## src/rtl/wb_drain.sv

```systemverilog
// Write-buffer drain: pops {strb, addr, data} entries from the write FIFO and issues each as one
// PicoRV32-native bus write. Optional bus-ready timeout enabled by defining WB_DRAIN_TIMEOUT_EN.
module wb_drain #(
    parameter int unsigned W_ADDR         = 32,
    parameter int unsigned W_DATA         = 32,
    parameter int unsigned TIMEOUT_CYCLES = 256,
    localparam int unsigned W_STRB        = W_DATA / 8,
    localparam int unsigned W_ENTRY       = W_STRB + W_ADDR + W_DATA
) (
    input  logic               sClk_i,
    input  logic               snRst_i,
    input  logic               Empty_i,
    input  logic [W_ENTRY-1:0] ReadData_i,
    output logic               Read_o,
    input  logic               Stall_i,
    output logic               mem_valid_o,
    output logic [W_ADDR-1:0]  mem_addr_o,
    output logic [W_DATA-1:0]  mem_wdata_o,
    output logic [W_STRB-1:0]  mem_wstrb_o,
    input  logic               mem_ready_i,
    output logic               Idle_o,
    output logic [15:0]        DrainCount_o,
    output logic               Error_o,
    input  logic               ErrClr_i
);

    typedef enum logic {IDLE, REQ} state_t;

    state_t state, state_nxt;
    logic   handshake;
    logic   take;
    logic   timeout;

    assign handshake = (state == REQ) & mem_ready_i;
    assign take      = ~Empty_i & ~Stall_i & ((state == IDLE) | handshake) & ~timeout;

    always_ff @(posedge sClk_i or negedge snRst_i) begin
        if (!snRst_i) state <= IDLE;
        else          state <= state_nxt;
    end

    always_comb begin
        state_nxt = state;
        if (take)                        state_nxt = REQ;
        else if (handshake || timeout)   state_nxt = IDLE;
    end

    always_comb begin
        mem_valid_o = (state == REQ);
        Idle_o      = (state == IDLE) & Empty_i;
        Read_o      = take;
    end

    always_ff @(posedge sClk_i or negedge snRst_i) begin
        if (!snRst_i) begin
            mem_addr_o  <= '0;
            mem_wdata_o <= '0;
            mem_wstrb_o <= '0;
        end else if (take) begin
            mem_wstrb_o <= ReadData_i[W_ENTRY-1 -: W_STRB];
            mem_addr_o  <= ReadData_i[W_ADDR+W_DATA-1 -: W_ADDR];
            mem_wdata_o <= ReadData_i[W_DATA-1:0];
        end
    end

    always_ff @(posedge sClk_i or negedge snRst_i) begin
        if (!snRst_i)       DrainCount_o <= '0;
        else if (handshake) DrainCount_o <= DrainCount_o + 16'd1;
    end

`ifdef WB_DRAIN_TIMEOUT_EN
    localparam int unsigned W_WAIT = (TIMEOUT_CYCLES > 2) ? $clog2(TIMEOUT_CYCLES) : 1;

    logic [W_WAIT-1:0] wait_cnt;

    // wait_cnt holds the number of earlier no-ready cycles of the current transfer
    assign timeout = (state == REQ) & ~mem_ready_i
                   & (wait_cnt == W_WAIT'(TIMEOUT_CYCLES - 1));

    always_ff @(posedge sClk_i or negedge snRst_i) begin
        if (!snRst_i)                          wait_cnt <= '0;
        else if (take || handshake || timeout) wait_cnt <= '0;
        else if (state == REQ)                 wait_cnt <= wait_cnt + 1'b1;
    end

    always_ff @(posedge sClk_i or negedge snRst_i) begin
        if (!snRst_i)      Error_o <= 1'b0;
        else if (timeout)  Error_o <= 1'b1;
        else if (ErrClr_i) Error_o <= 1'b0;
    end
`else
    logic unused_errclr;

    assign timeout       = 1'b0;
    assign Error_o       = 1'b0;
    assign unused_errclr = ErrClr_i;
`endif

endmodule

```

## config.mk

```make
export PLATFORM = sky130hd
export DESIGN_NAME = wb_drain
export DESIGN_NICKNAME = d
export VERILOG_FILES = /design/src/rtl/wb_drain.sv
export SDC_FILE = /design/constraint.sdc
export NUM_CORES = 1
export LEC_CHECK = 0
export CAP_MARGIN = 20
export CORE_MARGIN = 3
export CORE_UTILIZATION = 40
export CTS_CLUSTER_DIAMETER = 60
export CTS_CLUSTER_SIZE = 12
export DETAILED_ROUTE_END_ITERATION = 10
export GPL_ROUTABILITY_DRIVEN = 0
export PLACE_DENSITY = 0.79
export SLEW_MARGIN = 20
export SYNTH_ARGS = -nofsm -noshare
export SYNTH_HDL_FRONTEND = slang
export SYNTH_SLANG_ARGS = --single-unit
```

## constraint.sdc

```tcl
create_clock -name sClk_i -period 1.46 [get_ports sClk_i]
set_input_delay 0.292 -clock sClk_i [delete_from_list [all_inputs] [get_ports sClk_i]]
set_output_delay 0.292 -clock sClk_i [all_outputs]
set_load 0.05 [all_outputs]
```

# Word-level counts from Yosys, hierarchy flattened
# Index checks and enable logic that the tools add are counted.
# Widths: inputs -> output; s select.
# classes
add_sub_neg	1
muxes	2
n_bitwise	8
reduce_logical	1
# op_table
cell	count
$add 16x1->16 const B	1
$and 1x1->1	4
$not 1->1	3
$mux 1	2
$reduce_bool 2->1	1
$or 1x1->1	1
# totals
register_bits	85
inputBits	74
out_inout_bits	88
wordCells	17

# Logic depth before layout (Yosys ltp)
# logic_depth
ltp_word	4
ltp_mapped	5
mapped_depth_nobuf	4

# Worst setup path after synthesis
# Ideal clock, no wire load.
# synth_timing
path_type	reg2out
from	register state (netlist: mem_valid_o)
to	output Read_o
t_arrival_ns	1.453
t_required_ns	1.168
slack_ns	-0.285
path_stages_with_launch	6
n_path_buf	2
cell_sequence	dfrtp_1 > nand2b_1 > nand2_2 > buf_6 > buf_6 > inv_1
# synth_via
elab_chain_cells	3
elab_cells_between_ends	4
classes_between	bitwise (4)
# synth_lines
element	line_no	source
start, declared	29	state_t state, state_nxt;
start signal, assigned	39	else state <= state_nxt;
$and 1x1->1 or $not 1->1 (tied branches)	34, 35	
$or 1x1->1 *	35	assign take = ~Empty_i & ~Stall_i & ((state == IDLE) | handshake) & ~timeout;
$and 1x1->1 *	35	
end, declared	14	output logic Read_o,
# Every way passes the cells marked *; elsewhere a longest branch is shown, timed or not.

# Worst setup path after layout
# Same ends and word-level chain as after synthesis.

==> run_results.csv <==
group,metric,value,unit
floorplanning,dieArea,9410,um^2
synthesis,synth_cell_types,24,
cts,root_buffer,"clkbuf_8",
synthesis,synthTopCellsByArea,"dfrtp_1 (64%), mux2_2 (20%), mux2_4 (4.1%), xnor2_1 (3.7%), nand3_1 (1.1%)",
cells_and_area,final_cell_mix,"buf_12 (89), dfrtp_1 (76), clkdlybuf4s50_1 (69), mux2_2 (60), xnor2_1 (14)",
global_routing,grtUsageTotal,0.188,
floorplanning,dieWidth,97.0,um
cts,clock-sinks,85,
timing,fin_skew,8.76,ps
floorplanning,row_count,32,
timing,drv_slew,0,
route,wl_per_cell,17.7,um
place,dp_cells,467,
timing,final-hold-violation-count,0,
timing,setup_slack,-86.6,ps
global_routing,grt_pass1_vias,2610,
global_routing,grt_max_degree,86,
cts,cts_tree,"done",
cts,htreeDepth,3,
place,port_buffers,159,
timing,fmax,647,MHz
setup_path,cp.arrival,1250,ps
place,dp_worst_setup_slack,-355,ps
setup_path,cp.buffers_inverters,3,
global_routing,antenna_found_initial,0,
synthesis,synth_cells,207,
floorplanning,core-area,7890,um^2
route,drt_wl_total,8770,um
timing,grt_setup_unrepaired,"true",
cells_and_area,final_nets,463,
cells_and_area,final_common_cell,"buf_12",
cells_and_area,drive_gt1_frac,0.529,
timing,fin_crit,1550,ps
route,drtIter0Drc,67,
synthesis,yosysWarnings,0,
cells_and_area,n_antenna_cell,0,
cells_and_area,fillCellCount,431,
setup_path,worst_setup_path_end_kind,"output port",
power,p_leak,2.79,nW
setup_path,cp_data_required_time,1170,ps
cells_and_area,final_cells,495,
synthesis,syn_area,3310,um^2
synthesis,synth-seq-cells,85,
floorplanning,die_height,97.0,um
synthesis,synth_top_area_share,0.642,
synthesis,synth_edf_count,0,
status,status,"complete, but fails checks",
route,routed-via-count,2349,
route,drc,0,
route,postRouteAntennaNets,0,
global_routing,overflow,0,
setup_path,slowest_stage,"dfrtp_2",
synthesis,seq_area_frac_synth,0.642,
route,viasPerCell,4.75,
route,first_pass_iters,4,
floorplanning,io_pins,162,
status,violations,"negative setup slack",
setup_path,critPathMaxStageDelay,450,ps
cells_and_area,fin_util,0.802,
cts,cts_buffer_depth,2,
cts,clk_pin_slew,80,ps
setup_path,cp_max_fo,4,
timing,setup_viol,14,
setup_path,critPathKind,"flop to output port",
cells_and_area,area_growth,91.0,%
synthesis,yosysTopAreaCell,"dfrtp_1",
synthesis,synth-main-ff-cell,"dfrtp_1",
power,power,0.00925,W
synthesis,syn-num-nets,282,
place,dp_hpwl,6490,um
flow_run,maxCapViolCount,0,
synthesis,synth_area_per_cell,16.0,um^2
floorplanning,initial_core_util,0.420,
power,ir_drop,0.858,mV
timing,min_period_over_period,1.06,
global_routing,grt_pass1_wl,13900,um
synthesis,async_flop_share,1.00,
power,power_density,1460,nW/um^2
cts,cts_made_buffers,9,
timing,setup-tns-final,-524,ps
setup_path,startpoint_type,"flop",
setup_path,cpLargestDelayFamily,"flip-flops",
setup_path,crit_chain,"nand2b_4 -> nand2_4 -> buf_12 -> clkinvlp_4 -> buf_8",
cts,clock_latency,330,ps
min_path,hp-class,"primary input to flop",
power breakdown:
group          switching [W]  internal [W]  total (W)
Combinational        0.00204       0.00221    0.00425
Sequential          0.000511       0.00279    0.00330
Clock               0.000775      0.000930    0.00170
cell type report:
class,instances,area (um^2),area share
Clock buffer,13,169,0.0267
Clock inverter,3,42.5,0.00672
Inverter,1,7.51,0.00119
Multi-Input combinational cell,113,1140,0.181
Sequential cell,85,2140,0.338
Tap cell,102,128,0.0202
Timing Repair Buffer,178,2700,0.426
Yosys cell counts (2+ instances only):
| library cell | instances |
|---|---|
| buf_6 | 2 |
| xnor2_1 | 14 |
| nand2_1 | 4 |
| mux2_2 | 60 |
| and4_4 | 3 |
| dfrtp_1 | 85 |
| buf_2 | 5 |
| nand3_1 | 7 |
| and3_1 | 2 |
| mux2_4 | 9 |
| nand4_1 | 3 |
kinds of logic (layout without fill, tap and decap cells):
logic type / Yosys count / count (layout) / share of synthesized area
and+or+nand+nor: 26 / 26 / 0.0491
DFF: 85 / 85 / 0.642
adders and majority gates: 1 / 1 / 0.00378
AOI/OAI and AO/OA: 1 / 1 / 0.00151
xor gates and xnor gates: 15 / 15 / 0.0397
muxes: 69 / 69 / 0.245
other: 1 / 1 / 0.00113
buffers and inverters: 9 / 195 / 0.0178
what timing repair did:
action,in CTS,in global routing
cloned,0,2
pin swaps,1,1
endpoints found under the setup margin,2,18
buffers inserted,7,3
gates resized for setup,5,4
hold endpoints to repair,41,0
hold buffers,1,0
metal layers:
layer / vias up / global-route usage / part of all wire
met2: 101 / 0.326 / 0.54
li1: 1081 / - / -
met3: 11 / 0.0642 / 0.076
met4: 0 / 0.0594 / 0.012
met5: - / 0 / 0
met1: 1156 / 0.218 / 0.37
through the flow:
| stage | hold slack (ps) | area, um^2 |
|---|---|---|
| global route | 249 | 6330 |
| floorplan | -3.59 | 3340 |
| finish | 254 | 6330 |
| detailed placement | 363 | 5950 |
| CTS | 465 | 6240 |
| global placement | 362 | 5950 |
state kept, by name, indices dropped and copies added (netlist names):
register / count
mem_addr_o: 32
DrainCount_o: 16
mem_valid_o: 1
mem_wdata_o: 32
mem_wstrb_o: 4
worst paths after layout:
check	start	end	slack, ps	cells past startpoint
max reg2reg	mem_valid_o$_DFFE_PN0P_	mem_wdata_o[6]$_DFFE_PN0P_	-50	6
min	Empty_i	mem_valid_o$_DFFE_PN0P_	250	2
min reg2reg	DrainCount_o[2]$_DFFE_PN0P_	DrainCount_o[2]$_DFFE_PN0P_	530	1
min in group asynchronous	snRst_i	DrainCount_o[13]$_DFFE_PN0P_	520	3
max	mem_valid_o$_DFFE_PN0P_	Read_o	-90	5
max in group asynchronous	snRst_i	DrainCount_o[0]$_DFFE_PN0P_	580	3
No activity file was read; power rests on OpenSTA's default activity.
